[src/rtl/rr_arbiter_8_pkg.sv]
// Shared types and constants for the 8-way round-robin arbiter.
// Holds the FSM state encoding and the requester/index sizing.
package rr_arbiter_8_pkg;

    localparam int N_REQ = 8;
    localparam int IDX_W = 3;

    typedef enum logic {
        IDLE = 1'b0,
        BUSY = 1'b1
    } state_e;

endpackage

[src/rtl/decoder_3_to_8.sv]
// Binary index to one-hot decoder used to build the arbiter grant vector.
module decoder_3_to_8 (
    input  logic [2:0] idx,
    output logic [7:0] onehot
);

    always_comb begin
        onehot      = 8'h00;
        onehot[idx] = 1'b1;
    end

endmodule

[src/rtl/rr_arbiter_8.sv]
// Round-robin arbiter for 8 requesters with a bounded hold time per grant.
// Two-state FSM (IDLE/BUSY); every output is a flop, state is visible on fsm_state.
module rr_arbiter_8
    import rr_arbiter_8_pkg::*;
#(
    parameter int HOLD_MAX = 16
) (
    input  logic             clk,
    input  logic             rst_n,
    input  logic [N_REQ-1:0] req,
    input  logic             done,
    output logic [N_REQ-1:0] grant,
    output logic [IDX_W-1:0] grant_idx,
    output logic             grant_valid,
    output logic             timeout,
    output state_e           fsm_state
);

    // Handshake: a requester raises req[k] and keeps it high while it wants the
    // resource; grant[k] rises one cycle after the sampling edge and stays until
    // the owner pulses done, drops req[k], or the hold limit expires. After any
    // release exactly one idle cycle precedes the next grant.

    localparam logic [7:0] HOLD_LAST = 8'(HOLD_MAX - 1);

    state_e             state_q, state_d;
    logic [IDX_W-1:0]   ptr_q, ptr_d;
    logic [7:0]         hold_q, hold_d;
    logic [IDX_W-1:0]   idx_d;
    logic               valid_d;
    logic               timeout_d;
    logic [N_REQ-1:0]   grant_d;
    logic [N_REQ-1:0]   dec_onehot;

    logic [IDX_W-1:0]   pick_idx;
    logic               pick_found;
    logic               vol_release;
    logic               hold_expired;

    // Rotating priority search: first set request starting at ptr, wrapping mod 8.
    always_comb begin
        pick_idx   = '0;
        pick_found = 1'b0;
        for (int i = 0; i < N_REQ; i++) begin
            logic [IDX_W-1:0] cand;
            cand = ptr_q + IDX_W'(i);
            if (!pick_found && req[cand]) begin
                pick_idx   = cand;
                pick_found = 1'b1;
            end
        end
    end

    assign vol_release  = done || !req[grant_idx];
    assign hold_expired = (hold_q == HOLD_LAST);

    always_comb begin
        state_d   = state_q;
        ptr_d     = ptr_q;
        hold_d    = hold_q;
        idx_d     = grant_idx;
        valid_d   = grant_valid;
        timeout_d = 1'b0;
        case (state_q)
            IDLE: begin
                idx_d   = '0;
                valid_d = 1'b0;
                hold_d  = '0;
                if (pick_found) begin
                    state_d = BUSY;
                    idx_d   = pick_idx;
                    valid_d = 1'b1;
                end
            end
            BUSY: begin
                if (vol_release || hold_expired) begin
                    state_d   = IDLE;
                    idx_d     = '0;
                    valid_d   = 1'b0;
                    hold_d    = '0;
                    ptr_d     = grant_idx + IDX_W'(1);
                    // A voluntary release on the limit edge is not a timeout.
                    timeout_d = hold_expired && !vol_release;
                end else begin
                    hold_d = hold_q + 8'd1;
                end
            end
            default: begin
                state_d = IDLE;
                idx_d   = '0;
                valid_d = 1'b0;
                hold_d  = '0;
            end
        endcase
    end

    // Decode the next index so grant can be registered alongside grant_idx.
    decoder_3_to_8 u_decoder (
        .idx    (idx_d),
        .onehot (dec_onehot)
    );

    assign grant_d = valid_d ? dec_onehot : '0;

    always_ff @(posedge clk or negedge rst_n) begin
        if (!rst_n) begin
            state_q     <= IDLE;
            ptr_q       <= '0;
            hold_q      <= '0;
            grant       <= '0;
            grant_idx   <= '0;
            grant_valid <= 1'b0;
            timeout     <= 1'b0;
        end else begin
            state_q     <= state_d;
            ptr_q       <= ptr_d;
            hold_q      <= hold_d;
            grant       <= grant_d;
            grant_idx   <= idx_d;
            grant_valid <= valid_d;
            timeout     <= timeout_d;
        end
    end

    assign fsm_state = state_q;

endmodule

[config.mk]
export PLATFORM = sky130hd
export DESIGN_NAME = rr_arbiter_8
export DESIGN_NICKNAME = d
export VERILOG_FILES = /design/src/rtl/rr_arbiter_8_pkg.sv /design/src/rtl/decoder_3_to_8.sv /design/src/rtl/rr_arbiter_8.sv
export SDC_FILE = /design/constraint.sdc
export NUM_CORES = 1
export LEC_CHECK = 0
export CORE_MARGIN = 2
export CORE_UTILIZATION = 60
export DETAILED_ROUTE_END_ITERATION = 7
export GPL_TIMING_DRIVEN = 0
export PLACE_DENSITY = 0.88
export SYNTH_ARGS = -nofsm -noshare
export SYNTH_HDL_FRONTEND = slang
export SYNTH_HIERARCHICAL = 1
export SYNTH_SLANG_ARGS = --single-unit
[constraint.sdc]
create_clock -name clk -period 11.3 [get_ports clk]
set_clock_uncertainty 0.1 [all_clocks]
set_input_delay 2.26 -clock clk [delete_from_list [all_inputs] [get_ports clk]]
set_output_delay 2.26 -clock clk [all_outputs]
set_load 0.02 [all_outputs]
==> impl_results.md <==
* Die area at 3770 um^2
* Run status: complete, no violations
* Largest net degree at the start of global routing at 26
* First-pass DRT Iterations at 4
* Post-Synth XOR/XNOR Area at 4.87%
* Sequential share of the synthesized area at 31.6%
* Worst-path maximum fanout at 9
* Mapped Cells at 187
* CP peak stage delay at 0.96 ns
* Post-Layout Cell Count at 259
* Worst-path cell chain: clkdlybuf4s50_1 > mux4_1 > mux2_2 > nor2_2 > o21ai_2 > and3_1 > o41ai_1 > nor3b_1 > a21boi_1
* First-pass GRT wire length at 7.23 mm
* Core Area at 3100 um^2
* Clk_lat worst skew at 0.32 ns
* Diodes inserted at 0
* #FFs+latches synth at 25
* Global Route Usage Sum at 25.9%
* Die X at 61.4 um
* Worst setup SP type: input pin
* Post-synthesis cell type count at 51
* DRC Markers at 0
* Yosys warning count at 6
* P per Cell Area at 310 nW/um^2
* Final WL at 4.44 mm
* Layout cells sized above 1 at 20.0%
* Worst-path clk slew at 0.14 ns
* Cells after DPL at 255
* Fillers at 241
* CTS Buf Count at 3
* Final min period at 5.55 ns
* Nets@finish at 231
* Unrepaired setup endpoints after global routing: false
* CTS tree: done
* Wirelength per Cell at 17.2 um
* RD Place Congestion at 1.00
* Number of global-route vias before repair at 1496
* Fin. Hold Viols at 0
* Row count at 20
* Final ANT Viol Nets at 0
* Post-cts sizing count at 0
* Remaining global-route overflow at 0
* Max_slew headroom at 18.4%
* Initial antenna violation count at 0
* Die Y-Extent at 61.4 um
* Setup-failing EPs final at 0
* Worst-Margin Slew at 1.21 ns
* Leakage at 0.956 nW
* Layout area overhead at 16.4%
* Clk sinks at 25
* Synth Cell Area at 1980 um^2
* DP HPWL at 3.46 mm
* Commonest non-fill, non-tap cell in the layout: dfrtp_1
* Period utilization at 49.2%
* Hold Path Stages at 1
* Min-Delay Path Class: flip-flop to flip-flop
* Cts hold-fix bufs at 0
* Reg2reg path depth at 12
* Max-cap viol count at 0
* Avg Cell Area, Syn at 10.6 um^2
* Synth Net Count at 202
* Root Driver: clkbuf_4
* Peak VDD IR at 0.000242 V
* Tot Pwr at 713 uW
* Compound-gate portion of the synthesized area at 15.4%
* Max Clk Rate at 0.180 GHz
* Vias at 1623
* CP Capture Type: flip-flop
* Post-Synth Adder-Cell Area at 2.53%
* Initial drt markers at 132
* Starting Density at 63.7%
* WP data required at 11.44 ns
* Finished Core Util at 74.2%
* Longest Clk Path Bufs at 2
* Htree depth at 1
* WS Path Type: input pin to flip-flop
* Vias per inst at 6.27
* Port buffer count at 24
* Multiplexer share of the synthesized area at 24.2%
* Most frequent cells in the layout: 25 x dfrtp_1, 24 x clkdlybuf4s50_1, 16 x nand2_1
* CP arrival at 5.69 ns
* Main combinational cell family by area after synthesis: multiplexers
* CP max stage cell: o41ai_1
* Setup_tns at 0 ns
* Post-CTS setup buffers at 0
* I/O Pins at 25
* Slew Viols, Final at 0
* Simple-gate share of the synthesized area at 17.1%
power by group:
part,internal (mW),switching (mW)
Clock,0.0135,0.0265
Combinational,0.252,0.296
Sequential,0.111,0.0145
Total,0.376,0.337
worst paths after layout:
check	from	to	slack, ns
setup / recovery	req[1]	grant[1]	5.75
hold / removal	hold_q[0]	hold_q[0]	0.37
setup reg to reg	ptr_q[1]	grant[1]	6.76
hold reg to reg	hold_q[0]	hold_q[0]	0.37
max in group asynchronous	rst_n	hold_q[1]	8.05
min in group asynchronous	rst_n	grant[7]	2.41
cell families (layout without fill, tap and decap cells):
logic type / count (synthesis) / after routing
simple gates: 63 / 63
compound gates: 38 / 38
mux: 30 / 30
flops: 25 / 25
buf+inv: 16 / 44
xor+xnor: 11 / 11
fa+ha+maj: 4 / 4
critical path: cells and delay by family:
family	cells	cell delay [ns]
simple gates	3	0.63
mux	2	0.96
compound gates	3	1.32
buf+inv	1	0.53
registers in the layout (all words and copies together), names as in the netlist:
| name | count |
|---|---|
| timeout | 1 |
| ptr_q | 3 |
| grant | 8 |
| fsm_state | 1 |
| grant_idx | 3 |
| grant_valid | 1 |
| hold_q | 8 |
synth_stat cells (all sizes together):
master | n | share of area (%)
nor2 | 14 | 2.8
buf | 7 | 2.5
o32ai | 1 | 0.44
mux4 | 13 | 15
nand2b | 2 | 1.0
o21ai | 4 | 1.2
a21boi | 9 | 3.4
o31a | 1 | 0.44
nor3b | 3 | 1.1
mux2i | 10 | 5.1
or3b | 2 | 0.89
nand2 | 16 | 3.0
inv | 7 | 1.3
nor2b | 2 | 0.63
a221oi | 4 | 2.1
a21oi | 4 | 1.0
xnor2 | 6 | 2.7
mux2 | 7 | 4.2
a32o | 1 | 0.51
and3b | 3 | 1.5
dfrtp | 25 | 32
o41ai | 3 | 1.7
clkbuf | 2 | 0.38
nand4 | 1 | 0.32
nand3 | 7 | 1.8
nor4 | 1 | 0.32
and3 | 5 | 1.6
a211oi | 3 | 1.4
o211ai | 2 | 0.76
o21a | 2 | 0.76
a2111o | 1 | 0.57
and2 | 3 | 0.95
or3 | 2 | 0.63
nor3 | 2 | 0.51
a32oi | 1 | 0.44
ha | 4 | 2.5
xor2 | 5 | 2.2
o22ai | 2 | 0.63
area by class of cell:
type	instances	area [um^2]	area share, %
Timing Repair Buffer	24	240	10.4
Clock buffer	3	22.5	0.978
Clock inverter	1	7.51	0.326
Multi-Input combinational cell	146	1270	55.1
Sequential cell	25	626	27.2
Buffer	9	57.6	2.50
Inverter	7	26.3	1.14
Tap cell	44	55.1	2.39
metrics by stage:
stage | cell area [um^2] | setup slack (ns) | hold slack (ns)
global placement | 2270 | 5.61 | 0.341
finish | 2300 | 5.75 | 0.366
detailed placement | 2270 | 5.44 | 0.347
CTS | 2300 | 5.76 | 0.365
floorplan | 1980 | 6.55 | 0.325
global route | 2300 | 5.49 | 0.387
layer usage:
layer | GRT usage [%] | wire length [um] | vias to the layer above
met2 | 40.7 | 2140 | 52
met4 | 2.43 | 11 | 0
li1 | - | - | 762
met3 | 5.67 | 268 | 2
met5 | 0 | 0 | -
met1 | 38.8 | 2030 | 807
Power figures use the tool's default switching activity.
